[src/rtl/cpu_defs.sv]
// Shared CPU definitions: opcode field values, default bubble word and the
// fetch FSM state encoding.
package cpu_defs;

  localparam logic [3:0]  OP_ADD = 4'h0;
  localparam logic [3:0]  OP_LLB = 4'hA;
  localparam logic [3:0]  OP_BR  = 4'hC;
  localparam logic [3:0]  OP_PCS = 4'hE;
  localparam logic [3:0]  OP_HLT = 4'hF;

  localparam logic [15:0] DEF_BUBBLE_INSTR = 16'h0000;

  typedef enum logic [1:0] {
    ST_REQ  = 2'd0,
    ST_WAIT = 2'd1,
    ST_HOLD = 2'd2,
    ST_HALT = 2'd3
  } fetch_state_e;

  function automatic logic is_hlt(input logic [15:0] instr);
    return instr[15:12] == OP_HLT;
  endfunction

endpackage

[src/rtl/ifid_reg.sv]
// IF/ID pipeline register: flush beats stall, stall holds, otherwise it
// loads the new instruction or drops to a bubble.
module ifid_reg import cpu_defs::*; #(
  parameter logic [15:0] BUBBLE_INSTR = DEF_BUBBLE_INSTR
) (
  input  logic        clk,
  input  logic        rst_n,
  input  logic        stall,
  input  logic        flush,
  input  logic        load,
  input  logic [15:0] new_instr,
  input  logic [15:0] new_pc_plus2,
  output logic        valid,
  output logic [15:0] instr,
  output logic [15:0] pc_plus2
);

  always_ff @(posedge clk or negedge rst_n) begin
    if (!rst_n) begin
      valid    <= 1'b0;
      instr    <= BUBBLE_INSTR;
      pc_plus2 <= 16'h0000;
    end else if (flush || (!stall && !load)) begin
      valid <= 1'b0;
      instr <= BUBBLE_INSTR;
    end else if (!stall) begin
      valid    <= 1'b1;
      instr    <= new_instr;
      pc_plus2 <= new_pc_plus2;
    end
  end

endmodule

[src/rtl/fetch_stage.sv]
// Instruction fetch: PC, single-outstanding imem request FSM, one-entry skid
// for responses that land under stall, and the IF/ID register.
module fetch_stage import cpu_defs::*; #(
  parameter logic [15:0] RESET_PC     = 16'h0000,
  parameter logic [15:0] BUBBLE_INSTR = DEF_BUBBLE_INSTR
) (
  input  logic        clk,
  input  logic        rst_n,
  output logic        imem_req,
  output logic [15:0] imem_addr,
  input  logic        imem_valid,
  input  logic [15:0] imem_data,
  input  logic        stall,
  input  logic        redirect,
  input  logic [15:0] redirect_pc,
  output logic [15:0] pc,
  output logic        ifid_valid,
  output logic [15:0] ifid_instr,
  output logic [15:0] ifid_pc_plus2,
  output logic        halted
);

  fetch_state_e state;
  logic [15:0]  skid;
  logic [15:0]  pc_plus2;
  logic [15:0]  new_instr;
  logic         squash;
  logic         deliver;

  assign imem_addr = pc;
  assign pc_plus2  = pc + 16'd2;
  assign new_instr = (state == ST_HOLD) ? skid : imem_data;
  assign deliver   = !redirect && !stall &&
                     ((state == ST_HOLD) || (state == ST_WAIT && imem_valid && !squash));

  // imem_req is registered: it is raised on the edge that enters REQ, so the
  // first REQ cycle after reset is spent arming it.
  always_ff @(posedge clk or negedge rst_n) begin
    if (!rst_n) begin
      state    <= ST_REQ;
      pc       <= RESET_PC;
      imem_req <= 1'b0;
      skid     <= BUBBLE_INSTR;
      squash   <= 1'b0;
      halted   <= 1'b0;
    end else if (redirect) begin
      pc     <= redirect_pc;
      skid   <= BUBBLE_INSTR;
      halted <= 1'b0;
      // A request on the bus now (or still unanswered) must be drained first,
      // otherwise two requests would be outstanding.
      if ((state == ST_WAIT && !imem_valid) || (state == ST_REQ && imem_req)) begin
        state    <= ST_WAIT;
        squash   <= 1'b1;
        imem_req <= 1'b0;
      end else begin
        state    <= ST_REQ;
        squash   <= 1'b0;
        imem_req <= 1'b1;
      end
    end else if (deliver) begin
      skid <= BUBBLE_INSTR;
      if (is_hlt(new_instr)) begin
        state    <= ST_HALT;
        halted   <= 1'b1;
        imem_req <= 1'b0;
      end else begin
        pc       <= pc_plus2;
        state    <= ST_REQ;
        imem_req <= 1'b1;
      end
    end else begin
      case (state)
        ST_REQ: begin
          if (imem_req) begin
            imem_req <= 1'b0;
            state    <= ST_WAIT;
          end else begin
            imem_req <= 1'b1;
          end
        end
        ST_WAIT: begin
          if (imem_valid && squash) begin
            squash   <= 1'b0;
            state    <= ST_REQ;
            imem_req <= 1'b1;
          end else if (imem_valid) begin
            skid  <= imem_data;
            state <= ST_HOLD;
          end
        end
        default: ;
      endcase
    end
  end

  ifid_reg #(.BUBBLE_INSTR(BUBBLE_INSTR)) u_ifid (
    .clk          (clk),
    .rst_n        (rst_n),
    .stall        (stall),
    .flush        (redirect),
    .load         (deliver),
    .new_instr    (new_instr),
    .new_pc_plus2 (pc_plus2),
    .valid        (ifid_valid),
    .instr        (ifid_instr),
    .pc_plus2     (ifid_pc_plus2)
  );

endmodule
[config.mk]
export PLATFORM = sky130hd
export DESIGN_NAME = fetch_stage
export DESIGN_NICKNAME = d
export VERILOG_FILES = /design/src/rtl/cpu_defs.sv /design/src/rtl/ifid_reg.sv /design/src/rtl/fetch_stage.sv
export SDC_FILE = /design/constraint.sdc
export NUM_CORES = 1
export LEC_CHECK = 0
export BUFFER_PORTS_ARGS = -buffer_cell sky130_fd_sc_hd__buf_4
export CAP_MARGIN = 20
export CORE_MARGIN = 1.5
export CORE_UTILIZATION = 41
export CTS_CLUSTER_DIAMETER = 150
export DETAILED_ROUTE_END_ITERATION = 16
export PLACE_DENSITY_LB_ADDON = 0.2
export SYNTH_ARGS = -nofsm -noshare
export SYNTH_HDL_FRONTEND = slang
export SYNTH_SLANG_ARGS = --single-unit
[constraint.sdc]
create_clock -name clk -period 2.5 [get_ports clk]
set_clock_uncertainty 0.2 [all_clocks]
set_input_delay 0.125 -clock clk [delete_from_list [all_inputs] [get_ports clk]]
set_output_delay 0.125 -clock clk [all_outputs]
set_load 0.03 [all_outputs]
== Word-level counts from Yosys, hierarchy flattened ==
Index checks and enable logic that the tools add are counted.

* Add/subtract/negate cells: 1
* Eq/ne operators: 10
* Multiplexer cells: 36
* Bitwise operators: 2
* Reductions and logical operators: 31

{| class="wikitable"
|+ Operators by type and width
! operator !! number
|-
| $mux W16 || 11
|-
| $mux W1 || 17
|-
| $add A16 B2 Y16 const B || 1
|-
| $mux W2 || 6
|-
| $reduce_and A3 Y1 || 3
|-
| $logic_and A1 B1 Y1 || 8
|-
| $reduce_and A2 Y1 || 4
|-
| $reduce_bool A2 Y1 || 4
|-
| $reduce_bool A3 Y1 || 2
|-
| $logic_not A1 Y1 || 5
|-
| $ne A5 B3 Y1 const B || 1
|-
| $eq A4 B4 Y1 const B || 1
|-
| $ne A2 B2 Y1 const B || 2
|-
| $ne A4 B2 Y1 const B || 1
|-
| $ne A4 B3 Y1 const B || 1
|-
| $pmux W2 S2 || 1
|-
| $reduce_bool A4 Y1 || 1
|-
| $logic_or A1 B1 Y1 || 3
|-
| $ne A3 B2 Y1 const B || 1
|-
| $eq A2 B1 Y1 const B || 1
|-
| $eq A2 B2 Y1 const B || 1
|-
| $logic_not A2 Y1 || 1
|-
| $ne A2 B1 Y1 const B || 1
|-
| $not A1 Y1 || 2
|-
| $pmux W1 S2 || 1
|}

* Flip-flop bits (word level): 70
* Input bits: 37
* Output and inout port bits: 67
* Logic and storage cells: 89

== Longest topological paths before layout ==
Gate-level depths: netlist of run 1.

* Word-level depth: 10
* Depth in mapped cells: 8
* Gate-level depth less buffers: 6

== Cells and area by module ==
A second synthesis of run 1 with hierarchy kept.

* Cells, all modules: 361
* Area total of the unflattened synthesis: 3726.1 µm²

{| class="wikitable"
|+ By module, submodules not included
! module !! times used !! cells each !! area each (µm²) !! sequential area each (µm²)
|-
| fetch_stage || 1 || 252 || 2321.0 || 925.9
|-
| ifid_reg || 1 || 109 || 1405.1 || 825.8
|}

== Worst setup path after synthesis of run 1 ==
No wires, ideal clock.

* Path kind: register to register
* Start point: register pc[1] (netlist: imem_addr[1])
* End point: register pc[11] (netlist: imem_addr[11])
* Setup time: 0.087 ns
* Arrival time: 1.910 ns
* Data required time: 2.213 ns
* Path slack: 0.303 ns
* Stages on the path, launching flop included: 7
* Path buffers: 0
* Period minus slack after synthesis: 2.197 ns
* Path through: dfrtp_1 ha_1 and4_1 and2_1 nand3_1 or3_1 o211ai_1

* Word-level cells in the longest chain between the ends: 4

{| class="wikitable"
|+ Ends and longest elaborated chain
! what !! RTL line !! text
|-
| from (decl) || fetch_stage.sv:16 || <nowiki>output logic [15:0] pc,</nowiki>
|-
| from (signal assigned) || fetch_stage.sv:47 || <nowiki>pc <= redirect_pc;</nowiki>
|-
| from (signal assigned) || fetch_stage.sv:68 || <nowiki>pc <= pc_plus2;</nowiki>
|-
| $add A16 B2 Y16 || fetch_stage.sv:31 || <nowiki>assign pc_plus2 = pc + 16'd2;</nowiki>
|-
| $mux W16 || fetch_stage.sv:63 || <nowiki>if (is_hlt(new_instr)) begin</nowiki>
|-
| $mux W16 || fetch_stage.sv:61 || <nowiki>end else if (deliver) begin</nowiki>
|-
| $mux W16 || fetch_stage.sv:46 || <nowiki>end else if (redirect) begin</nowiki>
|}

No other way between the ends. The select of a mux whose other input is x is not followed.
A chain may end at the register's enable or synchronous reset.

== Worst setup path after layout of run 1 ==
Ends and elaborated chain as after synthesis.

==> results of run 1 <==
-- cells by family after synthesis --
family          count (synthesis)
flops                          70
mux                            25
simple gates                  127
compound gates                 92
fa+ha+maj                       1
xor+xnor                       16
buf+inv                        45
-- worst reg2reg max path: cells and delay by family, from the launching register on --
kind / cells / cell delay, ps
AOI/OAI and AO/OA: 1 / 90
DFF: 1 / 480
adders and majority gates: 1 / 290
and+or+nand+nor: 4 / 1080
-- cells in the mapped netlist (all sizes together), types with 2 or more instances --
library cell | n | area share, %
a211oi | 2 | 0.76
a21oi | 28 | 4.2
and3 | 3 | 0.52
and4 | 3 | 0.72
buf | 28 | 5.9
clkbuf | 9 | 0.93
dfrtp | 70 | 48
inv | 7 | 0.72
mux2 | 4 | 1.3
mux2i | 21 | 6.1
nand2 | 90 | 9.5
nand2b | 2 | 0.55
nand3 | 6 | 0.82
nand4 | 6 | 1.0
nor2 | 6 | 0.82
nor3 | 3 | 0.55
nor4 | 2 | 0.34
o21a | 3 | 0.62
o21ai | 43 | 6.2
o221a | 3 | 0.93
xnor2 | 11 | 2.6
xor2 | 5 | 1.2
-- metal layers --
layer | track usage [%] | vias to the layer above | wire length, um
met2 | 32.8 | 98 | 4530
met1 | 26.7 | 1487 | 4180
met4 | 6.48 | 0 | 109
met5 | 0 | - | 0
li1 | - | 1522 | -
met3 | 3.53 | 12 | 447
-- cell type report --
cell class / instances / area, um^2 / area share (%)
repair buffers: 150 / 1230 / 24.8
clock buffers: 9 / 124 / 2.50
clock inverters: 7 / 72.6 / 1.46
multi-input cells: 261 / 1610 / 32.5
inverters: 8 / 30.0 / 0.606
well taps: 108 / 135 / 2.73
flip-flops and latches: 70 / 1750 / 35.3
-- stage by stage --
| stage | instances | hold slack [ps] | instance area (um^2) | util, % | setup slack, ps |
|---|---|---|---|---|---|
| floorplan | 376 | -371 | 3640 | - | 303 |
| global placement | 556 | 120 | 4350 | 50.1 | 315 |
| detailed placement | 557 | 118 | 4360 | 50.2 | 302 |
| CTS | 613 | 287 | 4960 | 57.1 | 301 |
| global route | 613 | 312 | 4960 | 57.1 | 116 |
| finish | 613 | 246 | 4960 | 57.1 | 287 |
-- path summary, 6_finish.rpt --
check,endpoint
worst min register to register,u_ifid.valid$_DFFE_PN0P_
max in group asynchronous,skid[5]$_DFFE_PN0P_
worst max-delay path,imem_addr[11]$_DFFE_PN0P_
worst min-delay path,u_ifid.pc_plus2[5]$_DFFE_PN0P_
worst max register to register,imem_addr[11]$_DFFE_PN0P_
min in group clk,u_ifid.valid$_DFFE_PN0P_
-- report_power, final --
group | internal, mW | total (mW) | switching, mW
logic | 0.711 | 1.74 | 1.03
registers | 1.38 | 1.62 | 0.242
clock network | 0.462 | 0.929 | 0.467
total | 2.55 | 4.29 | 1.74
-- registers in the layout, indices dropped and copies added, names as in the netlist --
| register | flops |
|---|---|
| halted | 1 |
| imem_addr | 16 |
| imem_req | 1 |
| skid | 16 |
| squash | 1 |
| state | 2 |
| u_ifid.instr | 16 |
| u_ifid.pc_plus2 | 16 |
| u_ifid.valid | 1 |
==> reports/metrics.cfg, run 1 <==
[placed_design]
portBuffers = 103
routabilityCongestion = 0.873
dpl.hpwl_mm = 6.19

[setup_path]
cp-start-kind = register
cpPeakStageDelay_ps = 480
path_depth = 6
r2r_slack_ps = 290
end_kind = register
ff2ff_path_depth = 6
crit_required_ps = 2570
crit_slowest_cell = dfrtp_1
critPathBufInv = 0
cp_cell_sequence = ha_1 -> and4_1 -> and2_1 -> nand3_1 -> or3_1 -> o211ai_1
path_max_fanout = 8
crit_start = imem_addr[1]$_DFFE_PN0P_
cp_data_arrival_time_ps = 2280
path_class = reg2reg
crit_family = simple AND/OR/NAND/NOR gates
reg2reg_from = imem_addr[1]$_DFFE_PN0P_

[yosys]
ys_warn_count = 0
postSynth.asyncResetShare_pct = 100
syn_inst = 376
synth_nets = 414
synth_edf_count = 0
synth_xor_area_share_pct = 3.85
ys_seq_area_share_pct = 48.1
ys.flop_type = dfrtp_1
synthMuxAreaShare_pct = 7.45
synth_compound_area_share_pct = 16.0
synthesis.area_mm2 = 0.00364
synth_top_family_by_area = simple AND/OR/NAND/NOR gates
ys_types = 56
yosys.area_share.simple_pct = 16.7
avgSynthCellArea_um2 = 9.69
ys_ff_latch = 70
synth_fa_ha_area_share_pct = 0.343

[timing]
report.final.slew_viol_count = 0
fmax_mhz = 452
max_slew_margin_pct = 39.8
timing.final.hold_violations = 0
min_period_ps = 2210
fin_crit_sh_pct = 88.5
rsz0062_at_grt = false
tightest_slew_ps = 903
setup_viol = 0
tns_ps = 0

[cells_and_area]
num_antenna_cells = 0
mostFrequentLayoutCells = buf_4, nand2_1, dfrtp_1, dlygate4sd3_1, o21ai_0
area_growth_syn_to_layout_pct = 36.0
fin_nets = 538
final_common_cell = buf_4
layout-drive-gt1-share_pct = 29.3
nFillCells = 773

[clocking]
post_cts_resized = 0
worstSkewPairLatency_ps = 350
clk_pin_slew_ps = 80
cts_buffers = 9
cts-root-buf = clkbuf_8
hold_buffers = 40
cts_setup_buffers = 0
cts_sinks = 70
cts_max_level = 3
clk_path_buf_depth = 2
cts_tree = done

[floorplanning]
core-area_mm2 = 0.00868
ioPinCount = 104
die-area_mm2 = 0.00946
start_util_pct = 42.0
die_y_um = 97.3
rows = 34
die_x_um = 97.3

[global_route]
grt_use_total_pct = 19.9
grt_pass1_wl_mm = 15.2
grt_antenna_before_repair = 0
grt_pass1_vias = 3013
grt_max_degree = 71
gr-total-overflow = 0

[drt]
postRouteAntennaNets = 0
vias_per_cell = 5.09
drc = 0
dr.pass1.iters = 4
avgRoutedWirePerCell_um = 15.1
vias = 3119
wl_mm = 9.26
drtIter0Drc = 161

[power_and_ir_drop]
p_leak_nw = 2.34
p_total_mw = 4.29
power.density_mw_per_mm2 = 866
vdd_drop_max_mv = 0.354

[hold_path]
hp-class = in2async

[outcome]
status = finished, final reports clean

[run]
maxCapViolCount = 0

No activity file was read; power rests on OpenSTA's default activity.
==> inputs of run 2 (changes only) <==
- SKIP_CTS_REPAIR_TIMING: default -> 1
- clock period: 2.5 -> 2.1 ns (I/O delays scaled with it)
==> reports/metrics.cfg, run 2 (synthesized netlist as in run 1, its figures left out) <==
[cells_and_area]
layout-drive-gt1-share_pct = 32.9
final_cells = 634
fin_nets = 559
fin_util_pct = 59.8
final_common_cell = buf_4
num_antenna_cells = 0
area_growth_syn_to_layout_pct = 42.5
mostFrequentLayoutCells = buf_4, nand2_1, dfrtp_1, o21ai_0, dlygate4sd3_1

[global_route]
grt_use_total_pct = 20.0
grt_pass1_wl_mm = 15.2
globalRouteMet1Util_pct = 26.1
gr-total-overflow = 0
grt_antenna_before_repair = 0
met3_usage_pct = 6.26
grt_busiest_layer = met2
met2_usage_pct = 32.5
grt_pass1_vias = 3006
grt_max_degree = 37

[floorplanning]
core-area_mm2 = 0.00868
die_y_um = 97.3
rows = 34
die_x_um = 97.3
die-area_mm2 = 0.00946
ioPinCount = 104
start_util_pct = 42.0

[power_and_ir_drop]
p_leak_nw = 2.47
combPwrFrac_pct = 42.2
power_frac_seq_pct = 34.7
p_total_mw = 5.39
power_switching_mw = 2.05
swShare_pct = 38.1
vdd_drop_max_mv = 0.613
p_int_mw = 3.34
power.density_mw_per_mm2 = 1040
clockPowerShare_pct = 23.0

[setup_path]
crit_slowest_cell = dfrtp_1
end_kind = register
path_max_fanout = 11
cp-start-kind = register
path_class = reg2reg
cp_cell_sequence = nand2b_4 -> a211o_4 -> nor2_4 -> a21oi_2 -> o221a_2
crit_required_ps = 2130
cpPeakStageDelay_ps = 450
cp_data_arrival_time_ps = 2060

[drt]
avgRoutedWirePerCell_um = 15.1
drc = 0
vias_per_cell = 5.14
vias = 3261
postRouteAntennaNets = 0
dr.pass1.iters = 4
drtIter0Drc = 109
wl_mm = 9.57

[placed_design]
portBuffers = 103
dpl.hpwl_mm = 6.64
place_inst = 578
routabilityCongestion = 0.851

[run]
maxCapViolCount = 0

[timing]
max_slew_margin_pct = 68.0
min_period_ps = 2030
report.final.slew_viol_count = 0
fmax_mhz = 494
timing.final.hold_violations = 1
hold-worst-slack_ps = -1.30
fin_crit_sh_pct = 96.5
setup_viol = 0
tightest_slew_ps = 480

[clocking]
worstSkewPairLatency_ps = 340
cts_tree = done
cts_max_level = 3
clk_path_buf_depth = 2
cts-root-buf = clkbuf_8
cts_sinks = 70
clk_pin_slew_ps = 80
cts_buffers = 9

[hold_path]
hp-class = in2reg

[outcome]
violations = negative hold slack
status = finished, violations left

-- run 2: cell types whose count changed in the layout (fill, tap and decap cells not counted), moves of 2 or more --
| cell | previous run | this run |
|---|---|---|
| dfrtp_2 | 0 | 3 |
| clkbuf_8 | 9 | 11 |
| buf_4 | 109 | 129 |
| dfrtp_1 | 70 | 67 |
| buf_12 | 0 | 3 |
-- run 2: cell type report --
type                       count  area (um^2)
fill                         784         3490
sequential                    70         1760
multi-input combinational    261         1620
timing repair buffer         171         1420
clock buffer                  11          151
tap                          108          135
clock inverter                 5         81.3
inverter                       8         30.0
-- run 2: worst max-delay path, delay by kind of cell, from the launching register on --
family / cells / cell delay (ps)
DFF: 1 / 450
AOI/OAI and AO/OA: 3 / 760
and+or+nand+nor: 2 / 510
-- run 2: final timing paths --
path,startpoint,end,slack [ps],cells past startpoint
max,state[0]$_DFFE_PN0P_,imem_addr[5]$_DFFE_PN0P_,70,5
min,stall,imem_req$_DFFE_PN0P_,-1,4
max reg2reg,state[0]$_DFFE_PN0P_,imem_addr[5]$_DFFE_PN0P_,70,5
min reg2reg,u_ifid.pc_plus2[4]$_DFFE_PN0P_,u_ifid.pc_plus2[4]$_DFFE_PN0P_,280,2
max in group asynchronous,rst_n,imem_addr[1]$_DFFE_PN0P_,1070,3
min in group asynchronous,rst_n,u_ifid.pc_plus2[6]$_DFFE_PN0P_,60,2
-- run 2: layer usage --
layer / vias up / wire length [um] / share of wire, %
met2: 109 / 4750 / 50
met3: 9 / 531 / 5.5
li1: 1570 / - / -
met1: 1573 / 4170 / 44
met5: - / 0 / 0
met4: 0 / 125 / 1.3
-- run 2: power by group through the flow --
stage	clock network (mW)	logic, mW	registers (mW)
global placement	0	2.19	1.88
global route	1.33	2.45	1.92
CTS	1.27	2.22	1.88
finish	1.24	2.28	1.87
floorplan	0	1.03	2.31
detailed placement	0	2.21	1.90
-- run 2: per-stage QoR --
stage | TNS, ps | setup slack [ps] | cell area (um^2)
floorplan | 0 | 24.2 | 3650
global placement | 0 | 114 | 4540
detailed placement | 0 | 47.4 | 4540
CTS | 0 | 37.5 | 4770
global route | -13.2 | -10.4 | 5190
finish | 0 | 74.3 | 5190
